===== src/rtl/count_seq_ctrl_if.sv =====
// Button/direction inputs and display/status outputs of the count sequencer.
interface count_seq_ctrl_if;
    logic        btn_start;
    logic        btn_clear;
    logic        dir;
    logic [15:0] count_bcd;
    logic [3:0]  digit_val;
    logic [3:0]  digit_sel;
    logic        running;
    logic        wrap;

    modport master (
        output btn_start, btn_clear, dir,
        input  count_bcd, digit_val, digit_sel, running, wrap
    );

    modport slave (
        input  btn_start, btn_clear, dir,
        output count_bcd, digit_val, digit_sel, running, wrap
    );
endinterface


===== src/rtl/count_seq_ctrl.sv =====
// Start/pause/clear sequencer for a 4-digit BCD event counter with a
// time-multiplexed single-decoder 7-segment scan.
module count_seq_ctrl #(
    parameter int unsigned CLK_DIV  = 4,
    parameter int unsigned SCAN_DIV = 2
) (
    input  logic             clk,
    input  logic             reset,
    count_seq_ctrl_if.slave  bus_io
);

    localparam int unsigned PRE_W  = (CLK_DIV > 2) ? $clog2(CLK_DIV) : 1;
    localparam int unsigned SCAN_W = (SCAN_DIV > 1) ? $clog2(SCAN_DIV) : 1;
    localparam logic [PRE_W-1:0]  PRE_MAX  = PRE_W'(CLK_DIV - 1);
    localparam logic [SCAN_W-1:0] SCAN_MAX = SCAN_W'(SCAN_DIV - 1);

    typedef enum logic [1:0] {
        ST_IDLE  = 2'd0,
        ST_RUN   = 2'd1,
        ST_PAUSE = 2'd2
    } state_e;

    state_e            state_q;
    logic              running_q;
    logic              start_prev_q;
    logic              clear_prev_q;
    logic [PRE_W-1:0]  presc_q;
    logic [15:0]       count_q;
    logic [15:0]       count_d;
    logic              wrap_q;
    logic              wrap_d;
    logic [SCAN_W-1:0] scan_cnt_q;
    logic [SCAN_W-1:0] scan_cnt_d;
    logic [1:0]        scan_idx_q;
    logic [1:0]        scan_idx_d;
    logic [3:0]        digit_sel_q;
    logic [3:0]        digit_val_q;

    logic              start_edge;
    logic              clear_edge;
    logic              tick;
    logic [15:0]       inc_v;
    logic [15:0]       dec_v;
    logic              inc_wrap;
    logic              dec_wrap;
    logic              carry;
    logic              borrow;

    // Rising-edge detection on the debounced button levels.
    assign start_edge = bus_io.btn_start & ~start_prev_q;
    assign clear_edge = bus_io.btn_clear & ~clear_prev_q;
    assign tick       = (state_q == ST_RUN) && (presc_q == PRE_MAX);

    // BCD increment/decrement candidates with ripple carry/borrow across nibbles.
    always_comb begin
        inc_v  = count_q;
        dec_v  = count_q;
        carry  = 1'b1;
        borrow = 1'b1;
        for (int i = 0; i < 4; i++) begin
            if (carry) begin
                if (count_q[4*i +: 4] == 4'd9) begin
                    inc_v[4*i +: 4] = 4'd0;
                end else begin
                    inc_v[4*i +: 4] = count_q[4*i +: 4] + 4'd1;
                    carry           = 1'b0;
                end
            end
            if (borrow) begin
                if (count_q[4*i +: 4] == 4'd0) begin
                    dec_v[4*i +: 4] = 4'd9;
                end else begin
                    dec_v[4*i +: 4] = count_q[4*i +: 4] - 4'd1;
                    borrow          = 1'b0;
                end
            end
        end
        inc_wrap = carry;
        dec_wrap = borrow;
    end

    // Next count value: clear wins, otherwise step on a tick in the sampled direction.
    always_comb begin
        count_d = count_q;
        wrap_d  = 1'b0;
        if (clear_edge) begin
            count_d = 16'h0000;
        end else if (tick) begin
            count_d = bus_io.dir ? dec_v : inc_v;
            wrap_d  = bus_io.dir ? dec_wrap : inc_wrap;
        end
    end

    // Free-running scan position, independent of the counter state.
    always_comb begin
        scan_cnt_d = scan_cnt_q;
        scan_idx_d = scan_idx_q;
        if (scan_cnt_q == SCAN_MAX) begin
            scan_cnt_d = '0;
            scan_idx_d = scan_idx_q + 2'd1;
        end else begin
            scan_cnt_d = scan_cnt_q + SCAN_W'(1);
        end
    end

    // Run/pause/idle sequencing, prescaler, counter and edge history.
    always_ff @(posedge clk or negedge reset) begin
        if (!reset) begin
            state_q      <= ST_IDLE;
            running_q    <= 1'b0;
            start_prev_q <= 1'b1;
            clear_prev_q <= 1'b1;
            presc_q      <= '0;
            count_q      <= 16'h0000;
            wrap_q       <= 1'b0;
        end else begin
            start_prev_q <= bus_io.btn_start;
            clear_prev_q <= bus_io.btn_clear;
            count_q      <= count_d;
            wrap_q       <= wrap_d;
            if (clear_edge) begin
                state_q   <= ST_IDLE;
                running_q <= 1'b0;
                presc_q   <= '0;
            end else begin
                case (state_q)
                    ST_IDLE: begin
                        presc_q <= '0;
                        if (start_edge) begin
                            state_q   <= ST_RUN;
                            running_q <= 1'b1;
                        end
                    end
                    ST_RUN: begin
                        presc_q <= tick ? '0 : presc_q + PRE_W'(1);
                        if (start_edge) begin
                            state_q   <= ST_PAUSE;
                            running_q <= 1'b0;
                        end
                    end
                    ST_PAUSE: begin
                        if (start_edge) begin
                            state_q   <= ST_RUN;
                            running_q <= 1'b1;
                        end
                    end
                    default: begin
                        state_q   <= ST_IDLE;
                        running_q <= 1'b0;
                        presc_q   <= '0;
                    end
                endcase
            end
        end
    end

    // Display scan registers; select and value load together from the next index/count.
    always_ff @(posedge clk or negedge reset) begin
        if (!reset) begin
            scan_cnt_q  <= '0;
            scan_idx_q  <= 2'd0;
            digit_sel_q <= 4'b1110;
            digit_val_q <= 4'h0;
        end else begin
            scan_cnt_q  <= scan_cnt_d;
            scan_idx_q  <= scan_idx_d;
            digit_sel_q <= ~(4'b0001 << scan_idx_d);
            digit_val_q <= count_d[{scan_idx_d, 2'b00} +: 4];
        end
    end

    assign bus_io.count_bcd = count_q;
    assign bus_io.digit_val = digit_val_q;
    assign bus_io.digit_sel = digit_sel_q;
    assign bus_io.running   = running_q;
    assign bus_io.wrap      = wrap_q;

endmodule


===== src/flat_wrapper.sv =====
// flat-port wrapper written by rule: the top's interface ports become plain ports
module count_seq_ctrl_flat 
#(
    parameter int unsigned CLK_DIV  = 4,
    parameter int unsigned SCAN_DIV = 2
)
  (clk, reset, bus_io_btn_start, bus_io_btn_clear, bus_io_dir, bus_io_count_bcd, bus_io_digit_val, bus_io_digit_sel, bus_io_running, bus_io_wrap);
  count_seq_ctrl_if bus_io_i ();
  input  logic clk;
  input  logic reset;
  input wire logic [$bits(bus_io_i.btn_start)-1:0] bus_io_btn_start;
  input wire logic [$bits(bus_io_i.btn_clear)-1:0] bus_io_btn_clear;
  input wire logic [$bits(bus_io_i.dir)-1:0] bus_io_dir;
  output wire logic [$bits(bus_io_i.count_bcd)-1:0] bus_io_count_bcd;
  output wire logic [$bits(bus_io_i.digit_val)-1:0] bus_io_digit_val;
  output wire logic [$bits(bus_io_i.digit_sel)-1:0] bus_io_digit_sel;
  output wire logic [$bits(bus_io_i.running)-1:0] bus_io_running;
  output wire logic [$bits(bus_io_i.wrap)-1:0] bus_io_wrap;
  assign bus_io_i.btn_start = bus_io_btn_start;
  assign bus_io_i.btn_clear = bus_io_btn_clear;
  assign bus_io_i.dir = bus_io_dir;
  assign bus_io_count_bcd = bus_io_i.count_bcd;
  assign bus_io_digit_val = bus_io_i.digit_val;
  assign bus_io_digit_sel = bus_io_i.digit_sel;
  assign bus_io_running = bus_io_i.running;
  assign bus_io_wrap = bus_io_i.wrap;
  count_seq_ctrl #(.CLK_DIV(CLK_DIV), .SCAN_DIV(SCAN_DIV)) u_core (.clk(clk), .reset(reset), .bus_io(bus_io_i));
endmodule

===== config.mk =====
export PLATFORM = sky130hd
export DESIGN_NAME = count_seq_ctrl_flat
export DESIGN_NICKNAME = d
export VERILOG_FILES = /design/src/rtl/count_seq_ctrl_if.sv /design/src/rtl/count_seq_ctrl.sv /design/src/flat_wrapper.sv
export SDC_FILE = /design/constraint.sdc
export NUM_CORES = 1
export LEC_CHECK = 0
export CORE_MARGIN = 2
export CORE_UTILIZATION = 40
export CTS_CLUSTER_DIAMETER = 200
export DETAILED_ROUTE_END_ITERATION = 6
export SYNTH_ARGS = -nofsm -noshare
export SYNTH_HDL_FRONTEND = slang
export SYNTH_SLANG_ARGS = --single-unit

===== constraint.sdc =====
create_clock -name clk -period 5.4 [get_ports clk]
set_clock_uncertainty 0.05 [all_clocks]
set_input_delay 1.08 -clock clk [delete_from_list [all_inputs] [get_ports clk]]
set_output_delay 1.08 -clock clk [all_outputs]
set_load 0.005 [all_outputs]

# --- Yosys cells after proc, flatten, opt, wreduce, memory -nomap -nowiden ---
# Index checks and enable logic that the tools add are counted.
totals:
  input_bits: 5
  ff_bits: 35
  wordCells: 94
  out_inout_bits: 26
classes:
  n_shift: 2
  n_eq_ne: 10
  muxes: 47
  bitwise: 5
  n_addsub: 11
  reduce_logical: 8
op_table:
  columns: ["op", "count"]
  rows:
  - ["two-way mux 4 bit", 14]
  - ["two-way mux 16 bit", 3]
  - ["two-way mux 1 bit", 21]
  - ["adder 4 x 1 -> 4 bit, second input constant", 4]
  - ["equality test 4 bit, second input constant", 4]
  - ["zero test 4 bit", 4]
  - ["indexed part select 16 x 5 -> 4 bit", 1]
  - ["subtractor 4 x 1 -> 4 bit, second input constant", 4]
  - ["two-way mux 2 bit", 6]
  - ["case mux 2 bit (2 select lines)", 2]
  - ["inequality test 3 x 1 -> 1 bit, second input constant", 2]
  - ["adder 2 x 1 -> 2 bit, second input constant", 2]
  - ["equality test 2 bit, second input constant", 2]
  - ["NOT 4 bit", 1]
  - ["left shift 1 x 2 -> 4 bit, first input constant", 1]
  - ["bitwise AND 1 bit", 2]
  - ["equality test 2 x 1 -> 1 bit, second input constant", 1]
  - ["zero test 2 bit", 1]
  - ["inequality test 2 x 1 -> 1 bit, second input constant", 1]
  - ["NOT 1 bit", 2]
  - ["case mux 1 bit (2 select lines)", 1]
  - ["AND reduction 2 bit", 1]
  - ["OR reduction 2 bit", 1]
  - ["adder 1 bit, second input constant", 1]
  - ["logical AND 1 bit", 1]

# --- Depth between registers and ports, before layout ---
# Gate-level depths: netlist (run 1).
logic_depth:
  word_depth: 9
  mapped_depth: 9
  ltp_nobuf: 8

# --- Worst setup path after synthesis (run 1) ---
# Ideal clock, no wire load.
synth_path:
  path_kind: "input-to-reg"
  from: "input bus_io_dir"
  to: "register u_core.digit_val_q[2], in the netlist u_core.bus_io.digit_val[2]"
  arrival_time_ns: 2.346
  setup_ns: 0.126
  path_slack_ns: 2.878
  cell_stages: 8
  t_required_ns: 5.224
  path_buffers: 2
  cell_sequence: "buf_6 -> nand4bb_1 -> buf_2 -> nor2_1 -> a221oi_1 -> nor3_1 -> o21ai_0 -> a311o_1"
synth_via:
  elab_chain_cells: 4
synth_lines:
  columns: ["element", "line", "source"]
  rows:
  - ["from (decl)", "flat_wrapper.sv:13", "input wire logic [$bits(bus_io_i.dir)-1:0] bus_io_dir;"]
  - ["two-way mux 16 bit", "count_seq_ctrl.sv:89", "count_d = bus_io.dir ? dec_v : inc_v;"]
  - ["two-way mux 16 bit", "count_seq_ctrl.sv:88", "end else if (tick) begin"]
  - ["two-way mux 16 bit", "count_seq_ctrl.sv:86", "if (clear_edge) begin"]
  - ["indexed part select 16 x 5 -> 4 bit", "count_seq_ctrl.sv:168", "digit_val_q <= count_d[{scan_idx_d, 2'b00} +: 4];"]
  - ["to (signal assigned)", "count_seq_ctrl.sv:168", null]
  - ["to (decl)", "count_seq_ctrl.sv:37", "logic [3:0] digit_val_q;"]
# No other way between the ends.
# A chain may end at the register's enable or synchronous reset.

# --- Worst setup path after layout (run 1) ---
layout_path:
  from: "input bus_io_dir"
  to: "register u_core.digit_val_q[1], in the netlist u_core.bus_io.digit_val[1]"
# Same word-level chain as after synthesis.

==> results of run 1 <==
## through the flow
step                setup WS (ns)  utilization, %  cells
global route                 2.04            48.0    372
global placement             1.95            46.6    364
detailed placement           1.92            46.6    364
CTS                          2.22            48.0    372
finish                       2.17            48.0    372
floorplan                    2.88               -    272
## routing by layer
layer	vias up	global-route usage, %
li1	1051	-
met1	1083	30.0
met2	76	30.6
met3	7	3.70
met4	0	7.00
met5	-	0
## layout make-up
type / instances / share of cell area (%)
clock inverters: 2 / 0.440
inverters: 16 / 2.11
well taps: 75 / 3.30
clock buffers: 6 / 2.55
multi-input cells: 205 / 49.2
repair buffers: 33 / 11.4
flip-flops and latches: 35 / 31.0
## placed cells by master, fill, tap and decap left out, types with 3 or more instances in the layout
| cell | n |
|---|---|
| nor2_1 | 34 |
| a221oi_1 | 3 |
| and2_1 | 4 |
| a211oi_1 | 4 |
| nand3b_1 | 3 |
| a32oi_1 | 3 |
| and3b_1 | 4 |
| o21bai_1 | 3 |
| clkbuf_8 | 5 |
| dfrtp_1 | 30 |
| a21oi_1 | 11 |
| dfstp_2 | 5 |
| a22oi_1 | 5 |
| clkdlybuf4s50_1 | 30 |
| nor3_1 | 8 |
| buf_4 | 3 |
| mux2i_1 | 5 |
| nor2b_1 | 7 |
| nand3_1 | 8 |
| a41oi_1 | 3 |
| nand2b_1 | 3 |
| ha_1 | 13 |
| nand2_1 | 17 |
| nand4_1 | 8 |
| o21ai_0 | 11 |
| inv_1 | 16 |
## worst max-delay path: stages
cell and delay, ns:
clkdlybuf4s50_1 0.45, buf_4 0.27, nand4bb_1 0.37, nor2_1 0.18
a21oi_1 0.22, nor2_1 0.06, o21ai_0 0.47, o221ai_1 0.21
## worst min-delay path by stage
stage	startpoint	endpoint	slack (ns)	depth (start not counted)
final	u_core.scan_cnt_q	u_core.scan_cnt_q	0.47	1
after global routing	u_core.bus_io.running	u_core.bus_io.running	0.52	1
after global placement	u_core.scan_cnt_q	u_core.scan_cnt_q	0.45	1
after detailed placement	u_core.scan_cnt_q	u_core.scan_cnt_q	0.46	1
after floorplan	u_core.scan_cnt_q	u_core.scan_cnt_q	0.42	1
after CTS	u_core.scan_cnt_q	u_core.scan_cnt_q	0.47	1
## cells in the mapped netlist (3+ instances only)
| cell | instances | area (um^2) |
|---|---|---|
| nand2_1 | 17 | 63.8 |
| a211oi_1 | 4 | 30.0 |
| dfrtp_1 | 30 | 751 |
| clkbuf_1 | 5 | 18.8 |
| buf_4 | 3 | 22.5 |
| buf_6 | 5 | 56.3 |
| a32oi_1 | 3 | 26.3 |
| nor3_1 | 8 | 40.0 |
| dfstp_2 | 5 | 131 |
| ha_1 | 13 | 163 |
| nand3b_1 | 3 | 22.5 |
| and2_1 | 4 | 25.0 |
| nor2b_1 | 7 | 43.8 |
| a22oi_1 | 5 | 37.5 |
| a21oi_1 | 11 | 55.1 |
| o21ai_0 | 11 | 55.1 |
| a221oi_1 | 3 | 26.3 |
| inv_1 | 16 | 60.1 |
| nand2b_1 | 3 | 18.8 |
| mux2i_1 | 5 | 50.1 |
| a41oi_1 | 3 | 26.3 |
| nor2_1 | 34 | 128 |
| o21bai_1 | 3 | 22.5 |
| nand3_1 | 8 | 40.0 |
| nand4_1 | 8 | 50.1 |
| and3b_1 | 4 | 35.0 |
## kinds of logic after synthesis
family                     Yosys count  share of synthesized area (%)
buffers and inverters               32                           7.04
xor gates and xnor gates             4                           1.43
AOI/OAI and AO/OA                   70                           20.6
muxes                                5                           2.04
adders and majority gates           13                           6.63
DFF                                 35                           36.0
and+or+nand+nor                    113                           26.3
## power groups by stage
stage               clock (mW)  sequential [mW]  combinational [mW]
floorplan                    0            0.277              0.0315
global placement             0            0.279              0.0497
detailed placement           0            0.279              0.0497
CTS                      0.195            0.274              0.0499
global route             0.211            0.275              0.0563
finish                   0.191            0.274              0.0495
## flip-flops by register name, indices dropped and copies added, names as in the netlist
| signal | flops |
|---|---|
| u_core.bus_io.count_bcd | 16 |
| u_core.bus_io.digit_sel | 4 |
| u_core.bus_io.digit_val | 4 |
| u_core.bus_io.running | 1 |
| u_core.bus_io.wrap | 1 |
| u_core.clear_prev_q | 1 |
| u_core.presc_q | 2 |
| u_core.scan_cnt_q | 1 |
| u_core.scan_idx_q | 2 |
| u_core.start_prev_q | 1 |
| u_core.state_q | 2 |
==> flow_summary.json, run 1 <==
{
  "core-area_um2": 5920,
  "power_density_nw_per_um2": 181,
  "pin_count": 31,
  "syn_area_per_cell_um2": 9.02,
  "num_rows": 28,
  "power.total_uw": 514,
  "dr_wl_met3_um": 299,
  "yosysUniqueCellTypes": 63,
  "htreeDepth": 2,
  "worst_pin_slew_ns": 0.806,
  "crit_type": "primary input to register",
  "rrSetupSlack_ns": 2.78,
  "wl_met1_um": 3040,
  "dr.pass1.iters": 5,
  "grt_pass1_vias": 2070,
  "clock.fmax_ghz": 0.310,
  "cts-root-buf": "clkbuf_8",
  "p_int_uw": 380,
  "clock_power_share_pct": 37.2,
  "regArea_um2": 882,
  "cts_setup_buffers": 0,
  "gp_routability_congestion": 0.877,
  "synth_ff_type": "dfrtp_1",
  "syn_inst": 272,
  "critPathLaunchType": "primary input",
  "syn_to_final_growth_pct": 15.9,
  "synth_edf_count": 0,
  "period_share_pct": 59.8,
  "grt.overflow.total": 0,
  "grt_max_degree": 36,
  "regToRegEndpoint": "u_core.bus_io.digit_val[2]",
  "drv_slew": 0,
  "placed_area_um2": 2760,
  "top_layer": "met4",
  "start_util_pct": 41.4,
  "wl_um": 6290,
  "hold_buffers": 0,
  "antenna_cells": 0,
  "slew_headroom_pct": 46.1,
  "power.switching_uw": 135,
  "cap_violations": 0,
  "p_seq_share_pct": 53.2,
  "cp-end-kind": "register",
  "io_buffer_count": 30,
  "first_iter_violations": 161,
  "status": "complete, no violations",
  "fin_nets": 314,
  "post_cts_resized": 0,
  "design_area_um2": 2840,
  "rsz0062_at_grt": "no",
  "chipWidth_um": 82.3,
  "die_area_um2": 6770,
  "p_comb_share_pct": 9.6,
  "critPathArrivalTime_ns": 3.31,
  "critical_path_required_ns": 5.48,
  "min_period_ns": 3.23,
  "viasPerCell": 5.96,
  "sw_frac_of_total_pct": 26.2,
  "clkTransAtPathRegs_ns": 0.07,
  "ant_nets": 0,
  "grt_usage_pct": 20.6,
  "whs_ns": 0.473,
  "setup.worst_path.start": "bus_io_dir",
  "p_leak_nw": 1.21,
  "insertion_delay_ns": 0.29,
  "ys_ff_latch": 35,
  "yosysSeqAreaShare_pct": 36.0,
  "yosysWarnings": 0,
  "wl_met2_um": 2880,
  "multi_input_area_um2": 1400,
  "wl_per_cell_um": 16.9,
  "synth-async-reset-ratio_pct": 100,
  "drive_above_1_share_pct": 8.08,
  "synth_nets": 290,
  "hold_viol_final": 0,
  "hpwl_um": 4480,
  "vdd_drop_max_v": 0.000138,
  "cts_buffers": 5,
  "cts_tree": "built",
  "finalSetupViolCount": 0,
  "fin_tns_setup_ns": 0,
  "drcViolationCount": 0,
  "r2r-start": "u_core.presc_q[0]",
  "grt_pass1_wl_um": 10600,
  "die_h_um": 82.3,
  "path_max_fanout": 28,
  "rr_worst_depth": 7,
  "fill_cells": 576,
  "synthesis.area_um2": 2450,
  "antenna_found_initial": 0,
  "cts_sinks": 35,
  "clockBufferDepth": 2,
  "hold_class": "register to register",
  "crit_end": "u_core.bus_io.digit_val[1]",
  "vias": 2217
}
Note: power is estimated with default switching activity, not from simulation.
==> run 2: changes to the inputs <==
==> constraint.sdc (replaced) <==
create_clock -name clk -period 2.9 [get_ports clk]
set_clock_uncertainty 0.05 [all_clocks]
set_input_delay 0.58 -clock clk [delete_from_list [all_inputs] [get_ports clk]]
set_output_delay 0.58 -clock clk [all_outputs]
set_load 0.005 [all_outputs]
==> run 2 against run 1 <==
Net effect:
- count of clock-buffer cells in the layout unchanged
- final cell count up 2.2%
- worst hold slack got worse by 0.011 ns
- non-clock buffer count rose by 8
- first-iteration DRC count rose by 3.1%
- clock power rose by 79%
- cell area rose by 2.1%
- utilization up 1.0 points
- global-route usage hardly changed
- largest cell class unchanged
==> flow_summary.json, run 2 (same netlist as run 1, synthesis figures left out) <==
{
  "status": "complete, no violations",
  "path_max_fanout": 27,
  "finalSetupViolCount": 0,
  "stdcell_count": 380,
  "syn_to_final_growth_pct": 18.3,
  "pin_count": 31,
  "grt.overflow.total": 0,
  "num_rows": 28,
  "critPathArrivalTime_ns": 2.67,
  "fill_cells": 563,
  "min_period_ns": 2.56,
  "wl_per_cell_um": 16.8,
  "grt_max_degree": 36,
  "largest_reg_flops": 16,
  "antenna_cells": 0,
  "hold_viol_final": 0,
  "gp_routability_congestion": 0.894,
  "io_buffer_count": 30,
  "die_h_um": 82.3,
  "p_leak_nw": 1.25,
  "drv_slew": 0,
  "viasPerCell": 5.94,
  "drive_above_1_share_pct": 10.5,
  "die_area_um2": 6770,
  "cp_slowest_stage_delay_ns": 0.47,
  "cts_buffers": 5,
  "start_util_pct": 41.4,
  "fin_tns_setup_ns": 0,
  "grt_pass1_vias": 2090,
  "rr_worst_depth": 8,
  "cap_violations": 0,
  "final_common_cell": "nor2_1",
  "cp-end-kind": "register",
  "power_density_nw_per_um2": 326,
  "slew_headroom_pct": 59.2,
  "layout_common_cells": "nor2_1, clkdlybuf4s50_1, dfrtp_1",
  "post_cts_resized": 0,
  "power.total_uw": 946,
  "dr.pass1.iters": 5,
  "hold_class": "register to register",
  "wl_um": 6380,
  "cpMaxStageDelayCell": "clkdlybuf4s50_1",
  "core-area_um2": 5920,
  "cts_setup_buffers": 0,
  "chipWidth_um": 82.3,
  "critical_path_required_ns": 3.02,
  "fin_nets": 322,
  "clkTransAtPathRegs_ns": 0.07,
  "drcViolationCount": 0,
  "path_cells": "clkdlybuf4s50_1 > buf_4 > nand4bb_1 > nor2_1 > a221oi_1 > nor3_1 > o21ai_0 > a311o_1",
  "multi_input_area_um2": 1400,
  "clockBufferDepth": 2,
  "cts_tree": "built",
  "htreeDepth": 2,
  "hold_buffers": 0,
  "ant_nets": 0,
  "critPathLaunchType": "primary input",
  "cts-root-buf": "clkbuf_8",
  "vdd_drop_max_v": 0.000404,
  "grt_pass1_wl_um": 10600,
  "regArea_um2": 882,
  "cts_sinks": 35,
  "clock.fmax_ghz": 0.391,
  "vias": 2256,
  "first_iter_violations": 166,
  "hold_depth": 1,
  "place_inst": 372,
  "antenna_found_initial": 0,
  "rsz0062_at_grt": "no",
  "hpwl_um": 4740,
  "worst_pin_slew_ns": 0.612,
  "grt_usage_pct": 20.6,
  "insertion_delay_ns": 0.29,
  "crit_type": "primary input to register",
  "period_share_pct": 88.2
}
-- run 2: cell type report --
type	instances	share of cell area (%)
clock buffer	6	2.50
clock inverter	2	0.431
inverter	16	2.07
multi-input combinational	205	48.2
sequential	35	30.4
tap	75	3.23
timing repair buffer	41	13.2
-- run 2: metrics by stage --
step / utilization (%) / hold WS, ns / cell area (um^2) / worst slack, ns
6_report: 49.0 / 0.462 / 2900 / 0.342
5_1_grt: 49.0 / 0.496 / 2900 / 0.165
4_1_cts: 49.0 / 0.463 / 2900 / 0.378
3_5_place_dp: 47.6 / 0.454 / 2820 / 0.0767
3_3_place_gp: 47.6 / 0.444 / 2820 / 0.135
2_1_floorplan: - / 0.234 / 2450 / 0.778
-- run 2: final timing paths --
check                                      startpoint                    endpoint  slack (ns)
hold / removal                      u_core.scan_cnt_q           u_core.scan_cnt_q        0.46
max in group asynchronous                       reset         u_core.start_prev_q        1.81
setup reg to reg           u_core.bus_io.count_bcd[1]  u_core.bus_io.digit_val[2]        0.45
setup / recovery                           bus_io_dir  u_core.bus_io.digit_val[2]        0.34
min in group asynchronous                       reset           u_core.scan_cnt_q        0.65
hold reg to reg                     u_core.scan_cnt_q           u_core.scan_cnt_q        0.46
-- run 2: critical path: cells and delay by family --
kind	cells	cell delay [ns]
simple gates	3	0.78
buf+inv	2	0.76
compound gates	3	0.55
-- run 2: routing by layer --
layer	GRT usage (%)	vias to the layer above	wire length [um]
met5	0	-	0
met4	7.17	0	85
met3	4.13	9	418
met2	32.3	108	3040
met1	28.3	1076	2840
li1	-	1063	-
-- run 2: report_power, final --
part,internal [mW],switching [mW],total [mW]
logic,0.0411,0.0537,0.0948
clock network,0.168,0.174,0.341
registers,0.500,0.00969,0.510
